**src/rtl/diff_order_pkg.sv**
```systemverilog
// Shared widths, constants and state encoding for the diff-order scheduler.
package diff_order_pkg;

   localparam int unsigned L_W      = 12;
   localparam int unsigned N_W      = 16;
   localparam int unsigned CH_W     = 3;
   localparam int unsigned HOLD_MIN = 42;
   localparam logic [N_W-1:0] N_ERR = 16'hFFFF;

   typedef enum logic [1:0] {
      StIdle    = 2'd0,
      StHold    = 2'd1,
      StCapture = 2'd2,
      StErr     = 2'd3
   } state_e;

   // Next round-robin pointer after serving channel ch; wraps at num_ch-1 -> 0.
   function automatic logic [CH_W-1:0] ch_wrap_inc(input logic [CH_W-1:0] ch,
                                                   input int unsigned     num_ch);
      if (32'(ch) >= num_ch - 1) begin
         return '0;
      end
      return ch + 1'b1;
   endfunction

endpackage

```
**src/rtl/diff_order_scheduler_if.sv**
```systemverilog
// Request/result/calculator bundle between ADC sampling logic, scheduler and calculator.
interface diff_order_scheduler_if #(
   parameter int unsigned NUM_CH = 4
) ();
   import diff_order_pkg::*;

   logic [NUM_CH-1:0]     req;
   logic [L_W*NUM_CH-1:0] l_mv_flat;
   logic [NUM_CH-1:0]     ack;
   logic                  busy;
   logic                  res_valid;
   logic [CH_W-1:0]       res_ch;
   logic [N_W-1:0]        res_n;
   logic                  res_err;
   logic                  calc_en;
   logic [L_W-1:0]        calc_l_mv;
   logic [N_W-1:0]        calc_n;

   // Scheduler side.
   modport master (
      input  req, l_mv_flat, calc_n,
      output ack, busy, res_valid, res_ch, res_n, res_err, calc_en, calc_l_mv
   );

   // Requesters plus calculator side.
   modport slave (
      output req, l_mv_flat, calc_n,
      input  ack, busy, res_valid, res_ch, res_n, res_err, calc_en, calc_l_mv
   );

endinterface

```
**src/rtl/diff_order_scheduler_rr_arbiter.sv**
```systemverilog
// Combinational round-robin arbiter: first set request at or after ptr_i, wrapping.
module rr_arbiter
   import diff_order_pkg::*;
#(
   parameter int unsigned NUM_CH = 4
) (
   input  logic [NUM_CH-1:0] req_i,
   input  logic [CH_W-1:0]   ptr_i,
   output logic [NUM_CH-1:0] grant_o,
   output logic [CH_W-1:0]   idx_o,
   output logic              any_o
);

   localparam int unsigned IdxW = (NUM_CH > 1) ? $clog2(NUM_CH) : 1;

   // Scan channels starting at the pointer; the first hit wins.
   always_comb begin
      int unsigned      c;
      logic [IdxW-1:0]  cidx;
      logic             found;
      grant_o = '0;
      idx_o   = '0;
      found   = 1'b0;
      c       = 0;
      cidx    = '0;
      for (int unsigned i = 0; i < NUM_CH; i++) begin
         c = 32'(ptr_i) + i;
         if (c >= NUM_CH) begin
            c = c - NUM_CH;
         end
         cidx = IdxW'(c);
         if (!found && req_i[cidx]) begin
            found         = 1'b1;
            grant_o[cidx] = 1'b1;
            idx_o         = CH_W'(c);
         end
      end
      any_o = found;
   end

endmodule

```
**src/rtl/diff_order_scheduler.sv**
```systemverilog
// Time-shares one diff_order_calculator between NUM_CH requesters. A granted sample is held
// on the calculator input for HOLD_CYCLES so at least one full calculator frame completes
// whatever its free-running phase; the result is returned with channel tag, strobe and ack.
module diff_order_scheduler
   import diff_order_pkg::*;
#(
   parameter int unsigned NUM_CH      = 4,
   parameter int unsigned HOLD_CYCLES = 42
) (
   input  logic                          clk_50,
   input  logic                          areset,
   diff_order_scheduler_if.master        bus_io
);

   localparam int unsigned CntW = $clog2(HOLD_CYCLES + 1);

   state_e                state_q, state_d;
   logic [CntW-1:0]       hold_cnt_q, hold_cnt_d;
   logic [CH_W-1:0]       rr_ptr_q, rr_ptr_d;
   logic [CH_W-1:0]       win_ch_q, win_ch_d;
   logic [NUM_CH-1:0]     win_oh_q, win_oh_d;
   logic [L_W-1:0]        calc_l_mv_q, calc_l_mv_d;
   logic [N_W-1:0]        res_n_q, res_n_d;
   logic [CH_W-1:0]       res_ch_q, res_ch_d;
   logic                  res_err_q, res_err_d;
   logic                  res_valid_q, res_valid_d;
   logic [NUM_CH-1:0]     ack_q, ack_d;
   logic                  calc_en_q;

   logic [NUM_CH-1:0]     gnt_oh;
   logic [CH_W-1:0]       gnt_idx;
   logic                  gnt_any;
   logic [L_W-1:0]        gnt_sample;

   rr_arbiter #(
      .NUM_CH (NUM_CH)
   ) u_arb (
      .req_i   (bus_io.req),
      .ptr_i   (rr_ptr_q),
      .grant_o (gnt_oh),
      .idx_o   (gnt_idx),
      .any_o   (gnt_any)
   );

   // Mux the winner's 12-bit sample out of the flat bus using the one-hot grant.
   always_comb begin
      gnt_sample = '0;
      for (int unsigned c = 0; c < NUM_CH; c++) begin
         if (gnt_oh[c]) begin
            gnt_sample = bus_io.l_mv_flat[c*L_W +: L_W];
         end
      end
   end

   // Next-state and result logic; strobes default low so they pulse for one cycle.
   always_comb begin
      state_d     = state_q;
      hold_cnt_d  = hold_cnt_q;
      rr_ptr_d    = rr_ptr_q;
      win_ch_d    = win_ch_q;
      win_oh_d    = win_oh_q;
      calc_l_mv_d = calc_l_mv_q;
      res_n_d     = res_n_q;
      res_ch_d    = res_ch_q;
      res_err_d   = res_err_q;
      res_valid_d = 1'b0;
      ack_d       = '0;
      unique case (state_q)
         StIdle: begin
            if (gnt_any) begin
               win_ch_d = gnt_idx;
               win_oh_d = gnt_oh;
               if (gnt_sample != '0) begin
                  calc_l_mv_d = gnt_sample;
                  hold_cnt_d  = '0;
                  state_d     = StHold;
               end else begin
                  // 0 mV has no defined order; skip the calculator entirely.
                  state_d = StErr;
               end
            end
         end
         StHold: begin
            hold_cnt_d = hold_cnt_q + 1'b1;
            if (hold_cnt_q == CntW'(HOLD_CYCLES - 1)) begin
               state_d = StCapture;
            end
         end
         StCapture: begin
            // calc_n changes on negedge, so it is stable half a cycle before this edge.
            res_n_d     = bus_io.calc_n;
            res_err_d   = 1'b0;
            res_valid_d = 1'b1;
            res_ch_d    = win_ch_q;
            ack_d       = win_oh_q;
            rr_ptr_d    = ch_wrap_inc(win_ch_q, NUM_CH);
            state_d     = StIdle;
         end
         StErr: begin
            res_n_d     = N_ERR;
            res_err_d   = 1'b1;
            res_valid_d = 1'b1;
            res_ch_d    = win_ch_q;
            ack_d       = win_oh_q;
            rr_ptr_d    = ch_wrap_inc(win_ch_q, NUM_CH);
            state_d     = StIdle;
         end
         default: begin
            state_d = StIdle;
         end
      endcase
   end

   // State and output registers; calc_en rises on the first edge after reset and stays high.
   always_ff @(posedge clk_50 or posedge areset) begin
      if (areset) begin
         state_q     <= StIdle;
         hold_cnt_q  <= '0;
         rr_ptr_q    <= '0;
         win_ch_q    <= '0;
         win_oh_q    <= '0;
         calc_l_mv_q <= '0;
         res_n_q     <= '0;
         res_ch_q    <= '0;
         res_err_q   <= 1'b0;
         res_valid_q <= 1'b0;
         ack_q       <= '0;
         calc_en_q   <= 1'b0;
      end else begin
         state_q     <= state_d;
         hold_cnt_q  <= hold_cnt_d;
         rr_ptr_q    <= rr_ptr_d;
         win_ch_q    <= win_ch_d;
         win_oh_q    <= win_oh_d;
         calc_l_mv_q <= calc_l_mv_d;
         res_n_q     <= res_n_d;
         res_ch_q    <= res_ch_d;
         res_err_q   <= res_err_d;
         res_valid_q <= res_valid_d;
         ack_q       <= ack_d;
         calc_en_q   <= 1'b1;
      end
   end

   assign bus_io.ack       = ack_q;
   assign bus_io.busy      = (state_q == StHold) || (state_q == StCapture);
   assign bus_io.res_valid = res_valid_q;
   assign bus_io.res_ch    = res_ch_q;
   assign bus_io.res_n     = res_n_q;
   assign bus_io.res_err   = res_err_q;
   assign bus_io.calc_en   = calc_en_q;
   assign bus_io.calc_l_mv = calc_l_mv_q;

endmodule

```
**src/flat_wrapper.sv**
```systemverilog
// flat-port wrapper written by rule: the top's interface ports become plain ports
module diff_order_scheduler_flat import diff_order_pkg::*;
#(
   parameter int unsigned NUM_CH      = 4,
   parameter int unsigned HOLD_CYCLES = 42
)
  (clk_50, areset, bus_io_req, bus_io_l_mv_flat, bus_io_calc_n, bus_io_ack, bus_io_busy, bus_io_res_valid, bus_io_res_ch, bus_io_res_n, bus_io_res_err, bus_io_calc_en, bus_io_calc_l_mv);
  diff_order_scheduler_if #(.NUM_CH(NUM_CH)) bus_io_i ();
  input  logic clk_50;
  input  logic areset;
  input wire logic [$bits(bus_io_i.req)-1:0] bus_io_req;
  input wire logic [$bits(bus_io_i.l_mv_flat)-1:0] bus_io_l_mv_flat;
  input wire logic [$bits(bus_io_i.calc_n)-1:0] bus_io_calc_n;
  output wire logic [$bits(bus_io_i.ack)-1:0] bus_io_ack;
  output wire logic [$bits(bus_io_i.busy)-1:0] bus_io_busy;
  output wire logic [$bits(bus_io_i.res_valid)-1:0] bus_io_res_valid;
  output wire logic [$bits(bus_io_i.res_ch)-1:0] bus_io_res_ch;
  output wire logic [$bits(bus_io_i.res_n)-1:0] bus_io_res_n;
  output wire logic [$bits(bus_io_i.res_err)-1:0] bus_io_res_err;
  output wire logic [$bits(bus_io_i.calc_en)-1:0] bus_io_calc_en;
  output wire logic [$bits(bus_io_i.calc_l_mv)-1:0] bus_io_calc_l_mv;
  assign bus_io_i.req = bus_io_req;
  assign bus_io_i.l_mv_flat = bus_io_l_mv_flat;
  assign bus_io_i.calc_n = bus_io_calc_n;
  assign bus_io_ack = bus_io_i.ack;
  assign bus_io_busy = bus_io_i.busy;
  assign bus_io_res_valid = bus_io_i.res_valid;
  assign bus_io_res_ch = bus_io_i.res_ch;
  assign bus_io_res_n = bus_io_i.res_n;
  assign bus_io_res_err = bus_io_i.res_err;
  assign bus_io_calc_en = bus_io_i.calc_en;
  assign bus_io_calc_l_mv = bus_io_i.calc_l_mv;
  diff_order_scheduler #(.NUM_CH(NUM_CH), .HOLD_CYCLES(HOLD_CYCLES)) u_core (.clk_50(clk_50), .areset(areset), .bus_io(bus_io_i));
endmodule
```
**config.mk**
```make
export PLATFORM = sky130hd
export DESIGN_NAME = diff_order_scheduler_flat
export DESIGN_NICKNAME = d
export VERILOG_FILES = /design/src/rtl/diff_order_pkg.sv /design/src/rtl/diff_order_scheduler_if.sv /design/src/rtl/diff_order_scheduler_rr_arbiter.sv /design/src/rtl/diff_order_scheduler.sv /design/src/flat_wrapper.sv
export SDC_FILE = /design/constraint.sdc
export NUM_CORES = 1
export LEC_CHECK = 0
export ABC_AREA = 1
export CORE_UTILIZATION = 42
export CTS_CLUSTER_DIAMETER = 60
export CTS_CLUSTER_SIZE = 28
export DETAILED_ROUTE_END_ITERATION = 16
export HOLD_SLACK_MARGIN = 0.08
export PLACE_DENSITY_LB_ADDON = 0.25
export SKIP_CTS_REPAIR_TIMING = 1
export SLEW_MARGIN = 20
export SYNTH_ARGS = -nofsm -noshare
export SYNTH_HDL_FRONTEND = slang
export SYNTH_SLANG_ARGS = --single-unit
export TNS_END_PERCENT = 1
```
**constraint.sdc**
```tcl
create_clock -name clk_50 -period 3.9 [get_ports clk_50]
set_clock_uncertainty 0.2 [all_clocks]
set_input_delay 1.17 -clock clk_50 [delete_from_list [all_inputs] [get_ports clk_50]]
set_output_delay 1.17 -clock clk_50 [all_outputs]
set_load 0.02 [all_outputs]
```
==> results of run 1 <==
power by group through the flow:
stage                     registers, mW  clock network [mW]  logic, mW
final                             0.980               0.314       3.71
after global routing               1.01               0.341       4.11
after CTS                         0.977               0.320       3.54
after detailed placement          0.984                   0       3.53
after global placement            0.979                   0       3.44
after floorplan                    1.18                   0       1.94
sequential cells by signal (all words and copies together) (netlist names):
name,count
u_core.rr_ptr_q,3
u_core.state_q,2
u_core.bus_io.calc_en,1
u_core.bus_io.calc_l_mv,12
u_core.bus_io.res_n,16
u_core.bus_io.res_ch,3
u_core.bus_io.res_err,1
u_core.bus_io.ack,4
u_core.bus_io.res_valid,1
u_core.win_oh_q,4
u_core.win_ch_q,3
u_core.hold_cnt_q,6
routing by layer:
metal	up-vias	track usage [%]	routed length (um)
met2	100	38.9	4700
met1	1582	27.6	3830
met4	0	4.17	59
met5	-	0	0
met3	8	4.39	530
li1	1716	-	-
worst max-delay path, cell delays in order:
cell and delay [ps]:
clkdlybuf4s50_1 490, inv_1 40, nand2_1 90, nand3_2 100
buf_4 160, a21boi_0 290, a21oi_2 90, nand3_4 120
inv_4 80, nand3_1 80, nand2_1 60, a21boi_1 220
nand2_1 90, nor2_1 110, nand3_1 130, nand2_4 140
clkbuf_16 170, nand2_1 50, o21ai_1 60
logic make-up (layout without fill, tap and decap cells):
| group | after synthesis | after routing |
|---|---|---|
| AOI/OAI and AO/OA | 81 | 81 |
| and+or+nand+nor | 232 | 232 |
| xor gates and xnor gates | 4 | 4 |
| adders and majority gates | 14 | 14 |
| DFF | 56 | 56 |
| other | 1 | 1 |
| buffers and inverters | 68 | 200 |
worst max path at each step:
stage / slack [ps] / cells after the start / endpoint
floorplan: 720 / 18 / u_core.bus_io.calc_l_mv[2]$_DFFE_PP0P_
global placement: -90 / 18 / u_core.bus_io.calc_l_mv[8]$_DFFE_PP0P_
detailed placement: -160 / 18 / u_core.bus_io.calc_l_mv[6]$_DFFE_PP0P_
CTS: 140 / 19 / u_core.hold_cnt_q[4]$_DFFE_PP0P_
global route: -20 / 23 / u_core.hold_cnt_q[4]$_DFFE_PP0P_
finish: 190 / 19 / u_core.bus_io.calc_l_mv[10]$_DFFE_PP0P_
Yosys cell counts (4+ instances only):
cell | count | area share (%)
nand3_2 | 6 | 1.8
clkbuf_1 | 6 | 0.67
nand2_2 | 4 | 0.74
ha_1 | 14 | 5.2
o21ai_0 | 14 | 2.1
a21oi_1 | 43 | 6.4
o21ai_1 | 11 | 1.6
dfrtp_1 | 56 | 41
nand3_1 | 28 | 4.1
inv_1 | 43 | 4.8
nor2_1 | 24 | 2.7
buf_6 | 7 | 2.3
inv_2 | 6 | 0.67
nand2_1 | 158 | 18
nand4_1 | 5 | 0.92
cell type report:
type                            instances  area [um^2]  share of cell area, %
Timing Repair Buffer                  143         1440                   29.0
Tap cell                              102          128                   2.57
Clock inverter                          1         8.76                  0.176
Sequential cell                        56         1400                   28.2
Inverter                               49          186                   3.75
Clock buffer                            7         76.3                   1.54
Multi-Input combinational cell        332         1730                   34.8
stage by stage:
step           setup TNS, ps  area [um^2]
2_1_floorplan              0         3380
3_3_place_gp           -1390         4770
3_5_place_dp           -2680         4770
4_1_cts                    0         4850
5_1_grt                -66.6         4970
6_report                   0         4970
cell usage in the layout, fill, tap and decap left out, types with 6 or more instances in the layout:
cell type        count
o21ai_0             14
nor2_1              22
nand3_1             28
ha_1                14
clkdlybuf4s50_1    108
o21ai_1             11
dfrtp_1             56
buf_4               27
buf_12               6
nand2_1            157
inv_2                6
inv_1               42
a21oi_1             40
==> impl_metrics.py, run 1 <==
metrics = {
    "clocking": {
        "numCtsBuffers": 5,
        "htreeDepth": 2,
        "clock_latency_ps": 300,
        "cts_root_buf": "clkbuf_8",
        "cts_buffer_depth": 2,
        "cts.sinks": 56,
        "tritoncts": "built",
        "path_clk_slew_ps": 100,
    },
    "power": {
        "p_clk_share_pct": 6.3,
        "sw_frac_of_total_pct": 47.5,
        "p_total_mw": 5.00,
        "combPwrFrac_pct": 74.1,
        "p_leak_nw": 2.45,
        "p_int_mw": 2.63,
        "max-vdd-ir-drop_uv": 473,
        "power.density_nw_per_um2": 1010,
        "seq_power_share_pct": 19.6,
        "p_switching_mw": 2.38,
    },
    "timing": {
        "period_share_pct": 95.2,
        "fmax_ghz": 0.269,
        "setup_ws_ps": 187,
        "drv_slew": 0,
        "min_period_ps": 3710,
        "hold_viol": 0,
        "relSlewSlack_pct": 54.6,
        "setup_violations": 0,
        "worst_pin_slew_ps": 682,
        "holdWs_ps": 286,
    },
    "cells_and_area": {
        "final_nets": 671,
        "drive_above_1_share_pct": 12.2,
        "diodes": 0,
        "syn_to_final_growth_pct": 46.9,
        "finalNonFillerCells": 690,
        "utilization_pct": 63.9,
        "fillers": 699,
    },
    "setup_path": {
        "r2r-end": "u_core.bus_io.calc_l_mv[10]$_DFFE_PP0P_",
        "r2r_slack_ps": 470,
        "crit_arrival_ps": 3750,
        "required_ps": 3930,
        "worstReg2RegStart": "u_core.rr_ptr_q[1]$_DFFE_PP0N_",
        "worst-r2r-cell-count": 19,
        "crit_type": "input port to flip-flop",
        "path_max_fanout": 12,
        "startpoint_type": "input port",
        "cp-startpoint": "bus_io_req[2]",
        "worstSetupEndpointType": "flip-flop",
    },
    "synth": {
        "synth_seq_area_share_pct": 41.4,
        "synth_compound_area_share_pct": 13.1,
        "synth_cells": 456,
        "synthArstFlopShare_pct": 100,
        "synth-seq-cells": 56,
        "synthAdderAreaFrac_pct": 5.18,
        "synth_edf_count": 0,
        "ys_warn_count": 0,
        "ys_types": 36,
        "synth_top_family_by_area": "simple AND/OR/NAND/NOR gates",
        "synth-simple-area-share_pct": 29.8,
        "dominantRegCellSynth": "dfrtp_1",
        "synthXorXnorAreaFrac_pct": 1.04,
        "syn_nets": 540,
        "synth.mux.area_fraction_pct": 0,
        "syn-cell-area_um2": 3380,
        "syn-mean-instance-area_um2": 7.42,
    },
    "global_routing": {
        "grt_pass1_vias": 3360,
        "grt_pass1_wl_um": 15000,
        "grt_overflow_total": 0,
        "grt_use_total_pct": 21.9,
        "grt_max_degree": 32,
        "antenna_found_initial": 0,
    },
    "die": {
        "num_rows": 32,
        "dieHeight_um": 91.7,
        "die_w_um": 91.7,
        "io_pins": 109,
        "die-area_um2": 8420,
        "start_util_pct": 43.5,
        "core_um2": 7770,
    },
    "route": {
        "first_iter_violations": 154,
        "drt-pass1-iter-count": 4,
        "via_count": 3406,
        "route.detailed.drc": 0,
        "detail-route-antenna-nets": 0,
        "wire_per_inst_um": 13.2,
        "wirelength_um": 9120,
        "vias_per_cell": 4.94,
    },
    "run": {
        "maxCapViolations": 0,
    },
    "status": {
        "status": "complete, no violations",
    },
    "min_path": {
        "min_to": "u_core.bus_io.res_n[13]$_DFFE_PP0N_",
        "hold_path_depth": 2,
        "hold_path_class": "flip-flop to flip-flop",
        "min_from": "u_core.bus_io.res_n[13]$_DFFE_PP0N_",
    },
    "place": {
        "io_buffers": 108,
        "dp_slack_ps": -155,
        "dp_hpwl_um": 6670,
        "globalplace.congestion": 0.852,
        "numPlacedInstances": 678,
    },
}
No activity file was read; power rests on OpenSTA's default activity.
==> inputs of run 2 (changes only) <==
CAP_MARGIN = 30   (was unset)
CTS_CLUSTER_DIAMETER = unset   (was 60)
==> results of run 2 <==
Same layout as run 1: the final DEF is identical, and so are final timing and power.
==> RTL edit (flow settings as in run 1) <==
`L_W`: 12 -> 24.
--- a/src/rtl/diff_order_pkg.sv
+++ b/src/rtl/diff_order_pkg.sv
@@ -3,3 +3,3 @@
 
-   localparam int unsigned L_W      = 12;
+   localparam int unsigned L_W      = 24;
    localparam int unsigned N_W      = 16;
Interface: changed (resized bus_io_calc_l_mv and bus_io_l_mv_flat); port bits go from 109 to 169. The function was not compared with the original's and may differ.
==> RTL edit against run 1 <==
Power grew 63%; utilization grew 6.0 points; sequential power grew 24%; final area grew 45%; area after synthesis grew 31%; setup slack lost 0.050 ns; routed wire length grew 57%; sequential share of layout area shrank 4.5 points; sequential cell count grew 12; count of clock-buffer cells in the layout grew 2; combinational power grew 70%; largest cell class unchanged.
==> RTL edit: results <==
group,metric,value,unit
worst_setup_path,maximum_fanout_along_the_worst_path,17,
pwr,power.ir.vdd_worst,0.000600,V
place,dp_slack,-0.424,ns
layout,nets,959,
synth,synth_sequential_area_ratio,0.385,
detailed_routing,drt_first_iter_violations,295,
place,placed_cells,937,
synth,synth_fa_ha_area_frac,0.0396,
worst_setup_path,cpMaxStageDelayCell,"sky130_fd_sc_hd__dfrtp_2",
layout,final_cell_count_no_fill,968,
global_route,pin_count_of_the_biggest_net_entering_global_routing,38,
worst_setup_path,cp.arrival,3.84,ns
place,globalplace.congestion,0.874,
clocking,cts_made_buffers,9,
clocking,clk_latency,0.35,ns
global_route,grt.met1_usage,0.312,
place,dp_hpwl,10400,µm
synth,synth-xor-area-share,0.00793,
pwr,total_leakage_power,3.49,nW
detailed_routing,drtPass1Iterations,5,
place,dpl-instance-area,6590,µm²
synth,mappedNetlistNets,738,
synth,synthDistinctLibCells,42,
timing,max-slew-margin-rel,0.290,
synth,postSynthCellCount,606,
run_status,result_of_the_run,"finished, final reports clean",
global_route,grt_use_met2,0.417,
global_route,gr-usage-all-layers,0.242,
synth,post_synth_main_area_contributors,"sky130_fd_sc_hd__dfrtp_1 39%, sky130_fd_sc_hd__nand2_1 18%, sky130_fd_sc_hd__a21oi_1 7.1%, sky130_fd_sc_hd__ha_1 4.0%, sky130_fd_sc_hd__inv_1 3.9%",
synth,area_fraction_in_compound_gates_after_synthesis,0.155,
## RTL edit: cell types whose count changed after synthesis, sizes merged, moves of 2 or more
cell / before / now
buf: 13 / 20
inv: 49 / 52
dfrtp: 56 / 68
o21ai: 25 / 39
or2: 0 / 16
nand2: 163 / 231
nor2: 27 / 29
clkbuf: 6 / 9
o21a: 0 / 2
a21oi: 43 / 64
a2bb2oi: 0 / 2
## RTL edit: path summary, 6_finish.rpt
path | from | end | slack (ns) | cells past startpoint
max | u_core.rr_ptr_q[1]$_DFFE_PP0N_ | u_core.hold_cnt_q[3]$_DFFE_PP0P_ | 0.14 | 22
min | u_core.bus_io.calc_l_mv[22]$_DFFE_PP0P_ | u_core.bus_io.calc_l_mv[22]$_DFFE_PP0P_ | 0.28 | 2
max reg2reg | u_core.rr_ptr_q[1]$_DFFE_PP0N_ | u_core.hold_cnt_q[3]$_DFFE_PP0P_ | 0.14 | 22
min reg2reg | u_core.bus_io.calc_l_mv[22]$_DFFE_PP0P_ | u_core.bus_io.calc_l_mv[22]$_DFFE_PP0P_ | 0.28 | 2
max in group asynchronous | areset | u_core.hold_cnt_q[5]$_DFFE_PP0P_ | 1.80 | 3
min in group asynchronous | areset | u_core.bus_io.res_n[5]$_DFFE_PP0N_ | 1.06 | 2
## RTL edit: cell families (layout without fill, tap and decap cells)
logic type	count (synthesis)	after routing
adders and majority gates	14	14
and+or+nand+nor	319	319
AOI/OAI and AO/OA	119	119
buffers and inverters	81	307
DFF	68	68
other	1	1
xor gates and xnor gates	4	4
## RTL edit: per-layer routing
layer	vias up	share of wire
met1	2304	0.42
met5	-	0
met2	169	0.50
li1	2382	-
met4	0	0.027
met3	29	0.054
## RTL edit: cell type report
type	count	area, µm²
Clock inverter	7	98.8
Sequential cell	68	1700
Timing Repair Buffer	239	2430
Clock buffer	9	124
Fill cell	836	3090
Tap cell	136	170
Multi-Input combinational cell	457	2460
Inverter	52	199
## RTL edit: power by group through the flow
stage                     sequential [mW]  combinational, mW  clock [mW]
final                                1.22               6.29       0.644
after global placement               1.22               5.36           0
after global routing                 1.25               6.84       0.676
after detailed placement             1.22               5.47           0
after CTS                            1.21               5.49       0.656
after floorplan                      1.48               2.98           0
